`src/rtl/gpu_bg_block_buffer.sv`:
```
// gpu_bg_block_buffer: one resident VRAM block with a written-pixel mask,
// autonomously saved and (re)loaded over req/ack handshakes on block change.
module gpu_bg_block_buffer #(
    parameter int LANES     = 2,
    parameter int BLOCK_PIX = 16,
    parameter int ADR_W     = 15,
    parameter int SLOT_W    = (BLOCK_PIX / LANES > 1) ? $clog2(BLOCK_PIX / LANES) : 1
) (
    input  logic                   clk,
    input  logic                   i_nrst,
    input  logic                   i_wrValid,
    input  logic [ADR_W-1:0]       i_wrBlockAdr,
    input  logic [SLOT_W-1:0]      i_wrSlot,
    input  logic [LANES-1:0]       i_wrLaneEn,
    input  logic [16*LANES-1:0]    i_wrData,
    input  logic                   i_needBG,
    input  logic                   i_flush,
    output logic                   o_stall,
    output logic [16*LANES-1:0]    o_bgPix,
    output logic                   o_flushDone,
    output logic                   o_saveReq,
    output logic [ADR_W-1:0]       o_saveAdr,
    output logic [16*BLOCK_PIX-1:0] o_saveData,
    output logic [BLOCK_PIX-1:0]   o_saveMask,
    input  logic                   i_saveAck,
    output logic                   o_loadReq,
    output logic [ADR_W-1:0]       o_loadAdr,
    input  logic                   i_loadAck,
    input  logic [16*BLOCK_PIX-1:0] i_loadData
);
    typedef enum logic [1:0] {EMPTY, RESIDENT, SAVE, LOAD} stateT;

    stateT                   state;
    logic [ADR_W-1:0]        resAdr, pendAdr;
    logic [16*BLOCK_PIX-1:0] pixBuf;
    logic [BLOCK_PIX-1:0]    mask, wrMask;
    logic                    bgLoaded, retFlush, hit, accept, loadTake;
    logic [16*LANES-1:0]     slotView [2**SLOT_W];

    assign hit        = (state == RESIDENT) && (i_wrBlockAdr == resAdr);
    assign o_stall    = i_wrValid && !(hit && (bgLoaded || !i_needBG));
    assign accept     = i_wrValid && !o_stall;
    assign loadTake   = (state == LOAD) && o_loadReq && i_loadAck;
    assign o_saveAdr  = resAdr;
    assign o_loadAdr  = resAdr;
    assign o_saveData = pixBuf;
    assign o_saveMask = mask;
    assign o_bgPix    = slotView[i_wrSlot];

    for (genvar p = 0; p < BLOCK_PIX; p++) begin : g_wr
        assign wrMask[p] = accept && i_wrLaneEn[p % LANES] && (i_wrSlot == SLOT_W'(p / LANES));
    end

    for (genvar s = 0; s < 2**SLOT_W; s++) begin : g_slot
        assign slotView[s] = pixBuf[(16*LANES*s) % (16*BLOCK_PIX) +: 16*LANES];
    end

    // Written pixels take priority over loaded data so a merge load never clobbers them.
    always_ff @(posedge clk)
        for (int p = 0; p < BLOCK_PIX; p++)
            if (wrMask[p]) pixBuf[16*p +: 16] <= i_wrData[16*(p % LANES) +: 16];
            else if (loadTake && !mask[p]) pixBuf[16*p +: 16] <= i_loadData[16*p +: 16];

    always_ff @(posedge clk or negedge i_nrst) begin
        if (!i_nrst) begin
            state       <= EMPTY;
            resAdr      <= '0;
            pendAdr     <= '0;
            mask        <= '0;
            bgLoaded    <= 1'b0;
            retFlush    <= 1'b0;
            o_saveReq   <= 1'b0;
            o_loadReq   <= 1'b0;
            o_flushDone <= 1'b0;
        end else begin
            o_flushDone <= 1'b0;
            case (state)
                EMPTY, RESIDENT:
                    if (accept) mask <= mask | wrMask;
                    else if (i_wrValid) begin
                        if (!hit && mask != '0) begin
                            pendAdr   <= i_wrBlockAdr;
                            retFlush  <= 1'b0;
                            o_saveReq <= 1'b1;
                            state     <= SAVE;
                        end else if (!hit) begin
                            resAdr    <= i_wrBlockAdr;
                            pendAdr   <= i_wrBlockAdr;
                            mask      <= '0;
                            bgLoaded  <= 1'b0;
                            o_loadReq <= i_needBG;
                            state     <= i_needBG ? LOAD : RESIDENT;
                        end else begin
                            o_loadReq <= 1'b1;
                            state     <= LOAD;
                        end
                    end else if (i_flush) begin
                        if (mask != '0) begin
                            retFlush  <= 1'b1;
                            o_saveReq <= 1'b1;
                            state     <= SAVE;
                        end else begin
                            o_flushDone <= 1'b1;
                            bgLoaded    <= 1'b0;
                            state       <= EMPTY;
                        end
                    end
                // Req high: wait for ack. Req low: the save is done, move on.
                SAVE:
                    if (o_saveReq) begin
                        if (i_saveAck) begin
                            o_saveReq <= 1'b0;
                            mask      <= '0;
                        end
                    end else if (retFlush) begin
                        o_flushDone <= 1'b1;
                        bgLoaded    <= 1'b0;
                        state       <= EMPTY;
                    end else begin
                        resAdr    <= pendAdr;
                        bgLoaded  <= 1'b0;
                        o_loadReq <= i_needBG;
                        state     <= i_needBG ? LOAD : RESIDENT;
                    end
                LOAD:
                    if (loadTake) begin
                        o_loadReq <= 1'b0;
                        bgLoaded  <= 1'b1;
                        state     <= RESIDENT;
                    end
                default: state <= EMPTY;
            endcase
        end
    end
endmodule
```
`config.mk`:
```
export PLATFORM = sky130hd
export DESIGN_NAME = gpu_bg_block_buffer
export DESIGN_NICKNAME = d
export VERILOG_FILES = /design/src/rtl/gpu_bg_block_buffer.sv
export SDC_FILE = /design/constraint.sdc
export NUM_CORES = 1
export LEC_CHECK = 0
export CAP_MARGIN = 10
export CORE_AREA = 2 2 256 258
export CTS_CLUSTER_DIAMETER = 40
export DETAILED_ROUTE_END_ITERATION = 8
export DIE_AREA = 0 0 258 260
export GPL_ROUTABILITY_DRIVEN = 0
export MAX_ROUTING_LAYER = met4
export PLACE_DENSITY_LB_ADDON = 0.05
export SETUP_SLACK_MARGIN = 0.5
export SLEW_MARGIN = 0
export SYNTH_ARGS = -nofsm -noshare
export SYNTH_HDL_FRONTEND = slang
export SYNTH_SLANG_ARGS = --single-unit
export TNS_END_PERCENT = 50
```
`constraint.sdc`:
```
create_clock -name clk -period 2.7 [get_ports clk]
set_input_delay 0.54 -clock clk [delete_from_list [all_inputs] [get_ports clk]]
set_output_delay 0.54 -clock clk [all_outputs]
set_load 0.1 [all_outputs]
```
Word level (Yosys, flattened, before mapping)
Index checks and enable logic that the tools add are counted.
- bits in registers: 309
- bits of input ports: 315
- output and inout port bits: 338
- word-level logic and storage cells: 248
- order comparisons: 1
- eq/ne operators: 31
- multiplexer cells: 95
- bitwise operators: 3
- reduce and logical (&&, ||, !) cells: 93
- operators by type and width (cell ; count):
    two-way mux 16 bit ; 38
    two-way mux 15 bit ; 7
    binary-select mux 32 bit (select 3 bit) ; 1
    two-way mux 32 bit ; 2
    logical AND 1 bit ; 41
    nonzero test 2 bit ; 19
    one-hot mux 16 bit (2 select lines) ; 1
    two-way mux 1 bit ; 30
    one-hot mux 15 bit (2 select lines) ; 1
    inequality test 3 bit, second input constant ; 9
    logical NOT 1 bit ; 20
    two-way mux 2 bit ; 10
    inequality test 2 bit, second input constant ; 9
    bitwise OR 16 bit ; 1
    nonzero test 16 bit ; 1
    equality test 15 bit ; 1
    AND reduction 7 bit ; 2
    equality test 3 bit, second input constant ; 4
    AND reduction 6 bit ; 2
    AND reduction 5 bit ; 2
    AND reduction 4 bit ; 2
    equality test 3 x 2 -> 1 bit, second input constant ; 2
    one-hot mux 1 bit (3 select lines) ; 2
    one-hot mux 2 bit (3 select lines) ; 1
    other kinds (12) ; 15

Logic depth before layout (Yosys ltp)
- depth in word-level cells: 12
- gate-level depth with buffers: 8
- depth with buffers taken out: 5

Worst setup path after synthesis
Ideal clock, no wire load.
- path kind: register to output
- start: register resAdr[14] (netlist: o_loadAdr[14])
- end: output port o_stall
- data arrival time: 4.006 ns
- required time: 2.160 ns
- slack: -1.846 ns
- stages on the path, launching flop included: 7
- path buffers: 2
- path through: dfrtp_1 xor2_1 nor4_4 and4_4 buf_12 buf_12 a21boi_0
- word-level cells in the longest chain between the ends: 5
- ends and longest elaborated chain (element ; RTL line ; source):
    from (decl) ; 34 ; logic [ADR_W-1:0] resAdr, pendAdr;
    from (signal assigned) ; 87 ; resAdr <= i_wrBlockAdr;
    from (signal assigned) ; 120 ; resAdr <= pendAdr;
    equality test 15 bit ; 40 ; assign hit = (state == RESIDENT) && (i_wrBlockAdr == resAdr);
    logical AND 1 bit ; 40 ;
    logical AND 1 bit ; 41 ; assign o_stall = i_wrValid && !(hit && (bgLoaded || !i_needBG));
    logical NOT 1 bit ; 41 ;
    logical AND 1 bit ; 41 ;
    to (decl) ; 18 ; output logic o_stall,
Every way passes these cells.

Final worst setup path
- start: input port i_wrBlockAdr[11]
- end: output port o_stall
- word-level cells in the longest chain between the ends: 5
- ends and longest elaborated chain (element ; RTL line ; source):
    from (decl) ; 12 ; input logic [ADR_W-1:0] i_wrBlockAdr,
    equality test 15 bit ; 40 ;
    logical AND 1 bit ; 40 ;
    logical AND 1 bit ; 41 ;
    logical NOT 1 bit ; 41 ;
    logical AND 1 bit ; 41 ;
Every way passes these cells.

==> flow_summary.toml <==
[status]
outcome = "finished with violations"
violations = "negative setup slack"

[global_routing]
track_usage_pct = 23.30
grt_max_degree = 37
antenna_found_initial = 13
grt_pass1_wl_um = 106500
grt_pass1_vias = 13630
grt-ovfl-total = 0

[power_and_ir_drop]
p_leak_nw = 11.66
ir_worst_vdd_mv = 0.8787
total_power_mw = 26.09
powerDensity_nw_per_um2 = 890.5

[timing]
timing.final.crit_share_pct = 107.6
worst_slew_pin_slew_ns = 0.5514
grt_setup_unrepaired = "yes"
setup_ws_ns = -0.2052
final.setup.tns_ns = -8.728
min_period_ns = 2.905
fmax_ghz = 0.3442
setup_viol = 100
hold_viol_final = 0
maxSlewHeadroom_pct = 63.24
whs_ns = 0.3595
fin_worst_skew_ns = 0.02000
slew_viol_final = 0

[worst_setup_path]
critPathBufInv = 5
reg2reg_from = "o_loadAdr[11]$_DFFE_PN0P_"
crit_arrival_ns = 2.37
required_ns = 2.16
slowest_stage = "clkdlybuf4s50_1"
crit_chain = "clkdlybuf4s50_1, xor2_4, nor4_4, buf_4, and4_4, buf_12, buf_8, a21boi_4, buf_12"
end_kind = "output port"
r2r_setup_slack_ns = -0.14
worstReg2RegEnd = "o_saveData[116]$_DFFE_PP_"
crit_top_cell = "buf_12"
critical_path_class = "input pin to output port"
reg2regPathDepth = 14
crit_fanout = 2
critPathLaunchType = "input pin"
crit_family = "buffers and inverters"
critPathMaxStageDelay_ns = 0.51

[yosys]
yosys.area_share.xor_xnor_pct = 0.8296
syn-cell-area_um2 = 15840
synth_top_area_share_pct = 48.55
synth_top_area_cell = "edfxtp_1"
synth.yosys.seq_area_share_pct = 56.92
synth_warnings = 0
synth_mux_area_share_pct = 33.35
synth-async-reset-ratio_pct = 17.15
ys_types = 47
synth_enable_flop_cells = 256
synthTopCellsByArea = "edfxtp_1, mux2_2, mux4_2"
synthSimpleGateAreaFrac_pct = 3.951
synthAdderAreaFrac_pct = 0
syn-num-nets = 1235
synth_most_common_cell = "mux2_2"
ys_seq_elements = 309
synth.top_cells.by_count = "mux2_2, edfxtp_1, mux4_2"
synth_top_family_by_area = "multiplexers"
synth_area_per_cell_um2 = 17.21
syn_inst = 920
synth_compound_area_share_pct = 2.181
synth_flop_cell = "edfxtp_1"

[clock_network]
cts_tree = "done"
cts_buffers = 78
clk_pin_slew_ns = 0.04
clk_latency_ns = 0.61
root_buffer = "clkbuf_16"
clockBufferDepth = 3
cts-htree-levels = 3
clkSinkCount = 309

[floorplanning]
die_x_um = 258
core_area_um2 = 64120
io_pins = 653
dieArea_um2 = 67080
start_util_pct = 24.70
rows = 93
die_h_um = 260

[route]
drt_iter0_drc = 594
dr.pass1.iters = 5
ant_nets = 0
vias = 12750
via_per_inst = 4.611
routedWlPerCell_um = 28.59
drt_wl_total_um = 79050
drcViolationCount = 0

[finish]
fin_nets = 2146
multi_input_area_um2 = 6994
nFillCells = 5786
drive_above_1_share_pct = 61.92
stdcell_count = 2765
area_growth_pct = 85.01
ff_latch_area_um2 = 9066
finish.instance_area_um2 = 29300
finish.utilization_pct = 45.69

[place]
hpwl_um = 57360
place_ws_ns = -0.4974
port_buffers = 652
place_area_um2 = 24400
placed_cells = 2483

[hold_path]
hold_class = "input pin to asynchronous set/reset pin"

[job]
cap_violations = 0
[how the worst max path moves through the flow]
stage,start,endpoint,depth (start not counted)
floorplan,o_loadAdr[12]$_DFFE_PN0P_,o_saveData[101]$_DFFE_PP_,6
global placement,i_wrBlockAdr[11],o_saveData[254]$_DFFE_PP_,10
global route,o_loadAdr[3]$_DFFE_PN0P_,o_stall,8
detailed placement,i_wrBlockAdr[11],o_saveData[248]$_DFFE_PP_,10
CTS,o_loadAdr[11]$_DFFE_PN0P_,o_stall,8
finish,i_wrBlockAdr[11],o_stall,9
[flip-flops by register name (all words and copies together) (netlist names)]
register / count
o_saveData: 256
o_saveMask: 16
o_loadAdr: 15
pendAdr: 15
state: 2
bgLoaded: 1
o_flushDone: 1
o_loadReq: 1
o_saveReq: 1
retFlush: 1
[worst register-to-register path, delay by kind of cell, from the launching register on]
kind / cells / cell delay [ns]
buffers and inverters: 9 / 1.16
AND/OR/NAND/NOR: 3 / 0.53
flip-flops: 1 / 0.50
AO/OA/AOI/OAI: 1 / 0.19
XOR/XNOR: 1 / 0.17
[kinds of logic after synthesis]
family          count (synthesis)
simple gates                   70
mux                           397
buf+inv                        76
flops                         309
xor+xnor                       15
compound gates                 53
[area by class of cell]
type	instances	share of cell area, %
well taps	855	3.652
clock inverters	53	2.562
clock buffers	92	7.089
flip-flops and latches	309	30.95
repair buffers	894	31.59
diodes	14	0.1196
inverters	13	0.1666
multi-input cells	535	23.87
[report_power, final]
group	switching [mW]	total [mW]	internal (mW)	leakage, nW
clock network	3.09	10.1	7.02	1.36
registers	0.473	6.44	5.97	2.94
logic	6.57	9.53	2.96	7.35
total	10.1	26.1	16.0	11.7
[per-layer routing]
metal,track usage (%),part of all wire (%),vias up
li1,-,-,5540
met1,27.00,40,6619
met2,39.71,51,491
met3,5.936,6.2,99
met4,6.969,2.4,0
met5,-,0,-
[placed cells by master, fill, tap and decap left out, types with 5 or more instances in the layout]
| cell | netlist | routed |
|---|---|---|
| a21boi_0 | 13 | 12 |
| buf_12 | 2 | 100 |
| buf_16 | 0 | 12 |
| buf_4 | 16 | 431 |
| buf_6 | 4 | 25 |
| buf_8 | 0 | 5 |
| bufinv_16 | 0 | 16 |
| clkbuf_1 | 10 | 9 |
| clkbuf_16 | 0 | 87 |
| clkdlybuf4s50_1 | 0 | 310 |
| clkinv_1 | 0 | 8 |
| clkinv_2 | 0 | 14 |
| clkinvlp_4 | 0 | 7 |
| dfrtp_1 | 53 | 29 |
| dfrtp_2 | 0 | 15 |
| dfrtp_4 | 0 | 9 |
| diode_2 | 0 | 14 |
| edfxtp_1 | 256 | 256 |
| inv_1 | 13 | 13 |
| mux2_1 | 13 | 5 |
| mux2_2 | 296 | 209 |
| mux2_4 | 24 | 119 |
| mux4_2 | 64 | 64 |
| nand2_1 | 10 | 10 |
| nand3_4 | 12 | 12 |
| nor2_1 | 10 | 10 |
| nor4_1 | 6 | 6 |
| o21ai_0 | 19 | 7 |
| o21ai_4 | 0 | 10 |
| xor2_1 | 15 | 11 |
[timing repair]
action | in CTS | in global routing
pin swaps | 10 | 5
setup endpoints to repair | 597 | 595
gates resized for setup | 128 | 18
buffers inserted | 89 | 14
endpoints found under the hold margin | 12 | 0
gates cloned | 12 | 7
hold buffers | 1 | 0
Note: power is estimated with default switching activity, not from simulation.
